===== config.mk =====
export PLATFORM = sky130hd
export DESIGN_NAME = wb_arbiter_2m
export DESIGN_NICKNAME = d
export VERILOG_FILES = /design/src/rtl/wb_arbiter_2m.sv
export SDC_FILE = /design/constraint.sdc
export NUM_CORES = 1
export LEC_CHECK = 0
export ABC_AREA = 1
export ABC_CLOCK_PERIOD_IN_PS = 2370
export CAP_MARGIN = 20
export CORE_AREA = 2 2 128 130
export CTS_CLUSTER_SIZE = 14
export DETAILED_ROUTE_END_ITERATION = 6
export DIE_AREA = 0 0 130 132
export PLACE_DENSITY = 0.51
export REMOVE_ABC_BUFFERS = 1
export SYNTH_ARGS = -nofsm -noshare
export SYNTH_HDL_FRONTEND = slang
export SYNTH_SLANG_ARGS = --single-unit

===== constraint.sdc =====
create_clock -name clk_i -period 2.37 [get_ports clk_i]
set_input_delay 0.474 -clock clk_i [delete_from_list [all_inputs] [get_ports clk_i]]
set_output_delay 0.474 -clock clk_i [all_outputs]
set_load 0.02 [all_outputs]

===== src/rtl/wb_arbiter_2m.sv =====
// Two-master, one-slave Wishbone B3 arbiter with round-robin grant held
// for a whole cyc and a bus watchdog that turns a hung slave into err.
module wb_arbiter_2m #(
    parameter int AW      = 32,
    parameter int DW      = 32,
    parameter int TIMEOUT = 255
) (
    input  logic            clk_i,
    input  logic            nrst_i,
    // master 0
    input  logic [AW-1:0]   m0_adr_i,
    input  logic [DW-1:0]   m0_dat_i,
    input  logic [DW/8-1:0] m0_sel_i,
    input  logic            m0_we_i,
    input  logic [2:0]      m0_cti_i,
    input  logic            m0_cyc_i,
    input  logic            m0_stb_i,
    output logic [DW-1:0]   m0_dat_o,
    output logic            m0_ack_o,
    output logic            m0_err_o,
    // master 1
    input  logic [AW-1:0]   m1_adr_i,
    input  logic [DW-1:0]   m1_dat_i,
    input  logic [DW/8-1:0] m1_sel_i,
    input  logic            m1_we_i,
    input  logic [2:0]      m1_cti_i,
    input  logic            m1_cyc_i,
    input  logic            m1_stb_i,
    output logic [DW-1:0]   m1_dat_o,
    output logic            m1_ack_o,
    output logic            m1_err_o,
    // slave
    output logic [AW-1:0]   s_adr_o,
    output logic [DW-1:0]   s_dat_o,
    output logic [DW/8-1:0] s_sel_o,
    output logic            s_we_o,
    output logic [2:0]      s_cti_o,
    output logic            s_cyc_o,
    output logic            s_stb_o,
    input  logic [DW-1:0]   s_dat_i,
    input  logic            s_ack_i,
    input  logic            s_err_i,
    // status
    output logic [1:0]      grant_o,
    output logic            timeout_o
);

    localparam int CW = $clog2(TIMEOUT + 1);

    typedef enum logic [1:0] {IDLE = 2'd0, GNT0 = 2'd1, GNT1 = 2'd2} state_t;

    state_t          state_q, state_d;
    logic            last_q, last_d;   // last master served: 0 = m0, 1 = m1
    logic [CW-1:0]   cnt_q, cnt_d;
    logic            wd_fire;

    // State, round-robin pointer and watchdog counter registers
    always_ff @(posedge clk_i or negedge nrst_i) begin
        if (!nrst_i) begin
            state_q <= IDLE;
            last_q  <= 1'b1;
            cnt_q   <= '0;
        end else begin
            state_q <= state_d;
            last_q  <= last_d;
            cnt_q   <= cnt_d;
        end
    end

    // Next-state: arbitrate only from IDLE, hold grant until cyc drops
    always_comb begin
        state_d = state_q;
        last_d  = last_q;
        case (state_q)
            IDLE: begin
                if (m0_cyc_i && m1_cyc_i) begin
                    state_d = last_q ? GNT0 : GNT1;
                    last_d  = ~last_q;
                end else if (m0_cyc_i) begin
                    state_d = GNT0;
                    last_d  = 1'b0;
                end else if (m1_cyc_i) begin
                    state_d = GNT1;
                    last_d  = 1'b1;
                end
            end
            GNT0:    if (!m0_cyc_i) state_d = IDLE;
            GNT1:    if (!m1_cyc_i) state_d = IDLE;
            default: state_d = IDLE;
        endcase
    end

    assign wd_fire = (state_q != IDLE) && (cnt_q == CW'(TIMEOUT));

    // Watchdog: count unanswered strobe cycles, clear on any response or fire
    always_comb begin
        cnt_d = '0;
        if (state_q != IDLE && s_stb_o && !s_ack_i && !s_err_i)
            cnt_d = cnt_q + CW'(1);
    end

    // Data/control mux driven purely from the registered grant
    always_comb begin
        s_adr_o   = '0;
        s_dat_o   = '0;
        s_sel_o   = '0;
        s_we_o    = 1'b0;
        s_cti_o   = 3'b000;
        s_cyc_o   = 1'b0;
        s_stb_o   = 1'b0;
        m0_dat_o  = '0;
        m0_ack_o  = 1'b0;
        m0_err_o  = 1'b0;
        m1_dat_o  = '0;
        m1_ack_o  = 1'b0;
        m1_err_o  = 1'b0;
        grant_o   = 2'b00;
        timeout_o = 1'b0;
        case (state_q)
            GNT0: begin
                grant_o   = 2'b01;
                timeout_o = wd_fire;
                s_adr_o   = m0_adr_i;
                s_dat_o   = m0_dat_i;
                s_sel_o   = m0_sel_i;
                s_we_o    = m0_we_i;
                s_cti_o   = m0_cti_i;
                s_cyc_o   = m0_cyc_i;
                s_stb_o   = m0_stb_i & ~wd_fire;
                m0_dat_o  = s_dat_i;
                m0_ack_o  = s_ack_i & m0_stb_i;
                m0_err_o  = (s_err_i & m0_stb_i) | wd_fire;
            end
            GNT1: begin
                grant_o   = 2'b10;
                timeout_o = wd_fire;
                s_adr_o   = m1_adr_i;
                s_dat_o   = m1_dat_i;
                s_sel_o   = m1_sel_i;
                s_we_o    = m1_we_i;
                s_cti_o   = m1_cti_i;
                s_cyc_o   = m1_cyc_i;
                s_stb_o   = m1_stb_i & ~wd_fire;
                m1_dat_o  = s_dat_i;
                m1_ack_o  = s_ack_i & m1_stb_i;
                m1_err_o  = (s_err_i & m1_stb_i) | wd_fire;
            end
            default: ;
        endcase
    end

endmodule


======== Yosys cells after proc, flatten, opt, wreduce, memory -nomap -nowiden ========
Index checks and enable logic that the tools add are counted.
operators by class
  reductions and logical operators ........ 13
  $add $sub $neg .......................... 1
  bitwise gates (word level) .............. 10
  mux-type cells .......................... 26
  equality and inequality tests ........... 6
operator list
  kind                                            count
  one-hot mux 32 bit (2 select lines)             2
  two-way mux 32 bit                              2
  two-way mux 2 bit                               6
  adder 8 x 1 -> 8 bit (second input constant)    1
  == test 8 bit (second input constant)           1
  two-way mux 1 bit                               8
  two-way mux 8 bit                               1
  one-hot mux 4 bit (2 select lines)              1
  bitwise AND 1 bit                               6
  one-hot mux 1 bit (2 select lines)              3
  one-hot mux 2 bit (3 select lines)              1
  one-hot mux 3 bit (2 select lines)              1
  logical AND 1 bit                               5
  inequality test 2 bit (second input constant)   2
  inequality test 4 bit (second input constant)   1
  one-hot mux 2 bit (2 select lines)              1
  AND reduction 3 bit                             1
  nonzero test 3 bit                              1
  == test 2 x 1 -> 1 bit (second input constant)  1
  == test 2 bit (second input constant)           1
  logical NOT 1 bit                               2
  logical NOT 2 bit                               1
  inverter 1 bit                                  2
  OR 1 bit                                        2
  other kinds (3)                                 3
word-level totals
  output and inout bits ................... 145
  register bits after elaboration ......... 11
  logic and storage cells ................. 59

======== Longest topological paths before layout ========
Gate-level depths: netlist of run 1.
  depth in word-level cells ............... 9
  gate-level depth with buffers ........... 9
  gate-level depth less buffers ........... 8

======== Worst setup path before layout of run 1 ========
OpenSTA, ideal clock, no wires.
  kind .................................... register to output
  start point ............................. register state_q[0]
  end point ............................... output s_dat_o[10]
  path slack .............................. 0.303 ns
  cell stages (with the launch flop) ...... 8
  arrival ................................. 1.593 ns
  path through ............................ dfrtp_1 > inv_1 > ha_1 > buf_6 > buf_4 > buf_4 > nand2_1 > a21oi_1
between the ends
  cells in the longest elaborated chain, start to end .. 2
  elaborated cells between the ends (all ways) .. 3
RTL lines
  element                                                  line  source
  from (decl)                                              52    state_t state_q, state_d;
  from (signal assigned)                                   64    state_q <= state_d;
  == test 2 bit or == test 2 x 1 -> 1 bit (tied branches)  119   case (state_q)
  one-hot mux 32 bit (2 select lines) *                    119
  to (decl)                                                34    output logic [DW-1:0] s_dat_o,
Every way passes the cells marked *; elsewhere a longest branch is shown, timed or not.

======== Worst setup path after layout of run 1 ========
  start point ............................. register state_q[1]
  end point ............................... output s_adr_o[24]
between the ends
  cells in the longest elaborated chain, start to end .. 2
  elaborated cells between the ends (all ways) .. 3
RTL lines
  element                                                  line  source
  == test 2 bit or == test 2 x 1 -> 1 bit (tied branches)  119
  one-hot mux 32 bit (2 select lines) *                    119
  to (decl)                                                33    output logic [AW-1:0] s_adr_o,
Marked as above.

==> results of run 1 <==
[kinds of logic after synthesis]
| family | count (synthesis) | share of synthesized area |
|---|---|---|
| and+or+nand+nor | 263 | 0.452 |
| adders and majority gates | 5 | 0.0269 |
| AOI/OAI and AO/OA | 79 | 0.176 |
| DFF | 11 | 0.119 |
| xor gates and xnor gates | 3 | 0.0113 |
| buffers and inverters | 116 | 0.215 |
[worst reg2reg max path, delay by kind of cell (launching register included)]
family,cells,cell delay [ns]
AOI/OAI and AO/OA,1,0.12
and+or+nand+nor,3,0.34
buffers and inverters,4,0.50
DFF,1,0.36
adders and majority gates,1,0.19
[layer usage]
| layer | global-route usage | part of all wire | up-vias |
|---|---|---|---|
| li1 | - | - | 2069 |
| met1 | 0.183 | 0.40 | 1655 |
| met2 | 0.287 | 0.50 | 157 |
| met3 | 0.0308 | 0.081 | 10 |
| met4 | 0.0197 | 0.012 | 2 |
| met5 | 0 | 0.00091 | - |
[registers in the layout, indices dropped and copies added, names as in the netlist]
signal and flops:
state_q 2, cnt_q 8, last_q 1
[final cells by class]
class | count | area, µm²
Clock buffer | 4 | 78.8
Sequential cell | 11 | 277
Antenna cell | 2 | 5.00
Tap cell | 216 | 270
Timing Repair Buffer | 353 | 3430
Multi-Input combinational cell | 350 | 1570
Inverter | 84 | 315
Fill cell | 1719 | 9760
[where the power goes]
group          internal [mW]  total, mW  switching, mW
clock                  0.226      0.308         0.0823
sequential             0.219      0.230         0.0109
combinational           1.61       4.02           2.42
[path summary, 6_finish.rpt]
kind	from	end	slack [ns]
min in group asynchronous	nrst_i	cnt_q[1]	0.58
worst min register to register	last_q	last_q	0.46
worst max register to register	state_q[1]	cnt_q[2]	0.80
worst min-delay path	last_q	last_q	0.46
max in group asynchronous	nrst_i	last_q	1.43
worst max-delay path	state_q[1]	s_adr_o[24]	0.10
[per-stage QoR]
stage | hold WS, ns | std cells | power, mW
floorplan | 0.178 | 445 | 2.32
finish | 0.459 | 1020 | 4.56
detailed placement | 0.451 | 1014 | 4.72
global placement | 0.456 | 1014 | 4.73
global route | 0.478 | 1020 | 4.94
CTS | 0.463 | 1018 | 4.64
[what timing repair did]
| item | in CTS | in global routing |
|---|---|---|
| endpoints found under the setup margin | 128 | 28 |
| hold buffers | 0 | 0 |
| resized for setup | 128 | 36 |
[cell usage after synthesis]
| master | instances | area [µm²] |
|---|---|---|
| ha_1 | 5 | 62.6 |
| a21boi_1 | 1 | 7.51 |
| o21ai_1 | 1 | 5.00 |
| nand4_1 | 2 | 12.5 |
| nand2_1 | 234 | 878 |
| nor3_1 | 1 | 5.00 |
| dfrtp_1 | 10 | 250 |
| buf_1 | 1 | 3.75 |
| nand3_2 | 1 | 10.0 |
| nor2_1 | 8 | 30.0 |
| nand3_4 | 1 | 17.5 |
| nand3b_1 | 1 | 7.51 |
| nor2_2 | 10 | 62.6 |
| dfstp_2 | 1 | 26.3 |
| a21oi_4 | 1 | 16.3 |
| o21ai_0 | 2 | 10.0 |
| inv_2 | 3 | 11.3 |
| buf_6 | 2 | 22.5 |
| buf_4 | 5 | 37.5 |
| a21oi_1 | 74 | 370 |
| inv_1 | 81 | 304 |
| nand2_2 | 2 | 12.5 |
| xnor2_1 | 2 | 17.5 |
| xor2_1 | 1 | 8.76 |
| nand3_1 | 3 | 15.0 |
| buf_2 | 24 | 120 |
==> run metrics, run 1 <==
initial antenna violation count 3; number of core rows 46; H-tree depth 1; vias in the first global route 3744; global-route wire length before repair 21000 µm; R2R depth 9; Final Hold Fails 0; CP Class register to output pin; number of I/O port buffers 328; most common cell after layout, fill and taps aside nand2_1; Lkg Pwr 3.44 nW; Synth Cell Area 0.00232 mm²; Synthesis Warnings 0; dpl hpwl 12000 µm; Residual DRC 0; CTS Buf Count 3; commonest cells after routing, fill and taps aside nand2_1 (234), clkdlybuf4s50_1 (184), dlygate4sd2_1 (115); DR WL/cell 13.9 µm; Clk Latency, worst-skew pair 0.24 ns; crit path time final 2.27 ns; largest net degree at the start of global routing 38; RSZ-0062 raised after global routing no; CP max FO 26; Setup Viol. Count Final 0; TritonCTS clock tree done; Slew headroom 0.655; Crit path depth 7; critical-path cell list inv_1, ha_4, buf_12, buf_4, nand2_1, a21oi_1, clkdlybuf4s15_1; layout cell share with drive strength beyond 1 0.0723; worst slew pin tran 0.516 ns; Slowest cell on crit path dfrtp_1; worst min-delay path class register to register; post-CTS setup buffers 0; Pwr Density 766 mW/mm²; CP bufs+invs 4; Peak Freq 0.441 GHz; Die Area 0.0172 mm²; setup tns final 0 ns; worst path required time 1.90 ns; Die Wd 130 µm; 1st-pass router iterations 4; final period utilization 0.956; maximum vdd drop 463 µV; Crit. End Element output pin; Initial Util 0.148; Chip Height 132 µm; skew final 0.00215 ns; aggregate global routing overflow 0; Core ar. 0.0157 mm²; Clock Root Buffer clkbuf_16; Boundary Pins 329; Layout area overhead 156%; nets 992; setup ws final 0.105 ns; GP Congestion 0.859; initial DRC count 157; Synth Register Bits 11; hold path depth 2; total of max-cap violations 0; DP Worst Slack 0.00548 ns; final instance area 0.00595 mm²; Routed Antenna Nets 0; via count 3893; Seq/Total Area, Yosys 0.119; GRT Total Usage 0.153; post-synthesis cell count 477; Worst-path clk slew 0.04 ns; post-layout util 0.379; final WL 14200 µm; Clock Sinks 11; Vias/cell 3.82; delay-heaviest family, CP buffers and inverters; syn_area_per_cell 4.87 µm²; critical path arrival 1.79 ns; dpl cell area 0.00600 mm²; outcome completed; clk buf depth 2; Worst Setup Start Kind register; Unique masters post-synth 26; fin. max-slew vios 0; CP peak stage delay 0.36 ns
Note: power is estimated with default switching activity, not from simulation.
==> run 2: changes to the inputs <==
--- a/config.mk
+++ b/config.mk
@@ -12,6 +12,8 @@
 export CTS_CLUSTER_SIZE = 14
 export DETAILED_ROUTE_END_ITERATION = 6
 export DIE_AREA = 0 0 130 132
+export HOLD_SLACK_MARGIN = 0.15
+export MAX_ROUTING_LAYER = met4
 export PLACE_DENSITY = 0.51
 export REMOVE_ABC_BUFFERS = 1
 export SYNTH_ARGS = -nofsm -noshare
==> run 2 against run 1 <==
Maximum frequency grew 0.18%; total power shrank 0.18%; via count is essentially flat; cell count is essentially flat; sequential share of layout area is essentially flat; critical path type unchanged; clock-buffer cell count is the same; global-route usage grew 0.47 points; worst setup slack gained 0.0041 ns; critical path depth is the same; non-clock buffer count is the same.
==> run metrics, run 2 (same netlist as run 1, synthesis figures left out) <==
outcome completed; H-tree depth 1; Clock Sinks 11; via count 3896; Final Hold Fails 0; number of I/O port buffers 328; final hold slack 0.459 ns; Post-CTS Hold Buffers 0; Tot Pwr 4.55 mW; clk buf depth 2; number of core rows 46; largest net degree at the start of global routing 38; dpl cell area 0.00600 mm²; DR WL/cell 13.9 µm; nets 992; worst slew pin tran 0.515 ns; layout cell share with drive strength beyond 1 0.0723; GRT Total Usage 0.158; Clock Root Buffer clkbuf_16; GP Congestion 0.883; TritonCTS clock tree done; fin. max-slew vios 0; Residual DRC 0; Crit. End Element output pin; Clk Latency, worst-skew pair 0.24 ns; Peak Freq 0.442 GHz; total of max-cap violations 0; dpl hpwl 12000 µm; Core ar. 0.0157 mm²; final WL 14200 µm; final period utilization 0.954; Die Area 0.0172 mm²; RSZ-0062 raised after global routing no; Lkg Pwr 3.44 nW; Die Wd 130 µm; 1st-pass router iterations 4; Pwr Density 765 mW/mm²; final instance area 0.00595 mm²; commonest cells after routing, fill and taps aside nand2_1 (234), clkdlybuf4s50_1 (184), dlygate4sd2_1 (115); Chip Height 132 µm; CTS Buf Count 3; vias in the first global route 3747; CP Class register to output pin; top flop regs cnt_q x8, state_q x2, last_q x1; Vias/cell 3.82; max reg flops 8; Worst Setup Start Kind register; CP max FO 26; worst path required time 1.90 ns; Setup Viol. Count Final 0; global-route wire length before repair 21000 µm; Layout area overhead 156%; worst min-delay path class register to register; post-layout util 0.379; initial DRC count 162; Biggest register cnt_q; Initial Util 0.148; Boundary Pins 329; Slew headroom 0.656; maximum vdd drop 459 µV; skew final 0.00242 ns; most common cell after layout, fill and taps aside nand2_1; initial antenna violation count 3; crit path time final 2.26 ns; setup tns final 0 ns; Routed Antenna Nets 0; critical path arrival 1.79 ns; Worst-path clk slew 0.04 ns; FF-to-FF setup slack 0.80 ns; aggregate global routing overflow 0
## run 2: cell types whose count changed in the layout (fill, tap and decap cells not counted)
cell     delta
diode_2     +1
## run 2: routing by layer
layer	GRT usage	vias up	wire length [µm]
met4	0.0203	0	164
met1	0.185	1657	5800
met5	-	-	0
li1	-	2070	-
met2	0.287	161	7140
met3	0.0284	8	1100
## run 2: worst paths after layout
kind,cells after the start,start,endpoint
min reg2reg,2,last_q,last_q
max,7,state_q[1],s_adr_o[24]
max in group asynchronous,1,nrst_i,last_q
min,2,last_q,last_q
max reg2reg,9,state_q[1],cnt_q[2]
min in group asynchronous,1,nrst_i,cnt_q[1]
## run 2: stage by stage
stage	instances	setup slack (ns)
2_1_floorplan	445	-1.21
3_3_place_gp	1014	-0.00235
3_5_place_dp	1014	0.00548
4_1_cts	1018	0.00264
5_1_grt	1021	0.00263
6_report	1021	0.109
## run 2: critical path, cell delays in order, from the launching register on
cell and delay [ns]:
dfrtp_1 0.36, inv_1 0.13, ha_4 0.19, buf_12 0.17
buf_4 0.17, nand2_1 0.05, a21oi_1 0.14, clkdlybuf4s15_1 0.33
## run 2: cell type report
type,count,area [µm²]
sequential,11,277
fill,1719,9760
antenna,3,7.51
clock buffer,4,78.8
multi-input combinational,350,1570
tap,216,270
inverter,84,315
timing repair buffer,353,3430
## run 2: power breakdown
group	internal, mW	total, mW	switching [mW]	leakage (nW)
sequential	0.219	0.230	0.0110	0.148
combinational	1.61	4.01	2.41	3.26
clock	0.226	0.308	0.0820	0.0382
## run 2: what timing repair did
action | 4_1_cts | 5_1_grt
resized for setup | 128 | 36
setup endpoints to repair | 128 | 28
buffers inserted | 0 | 0
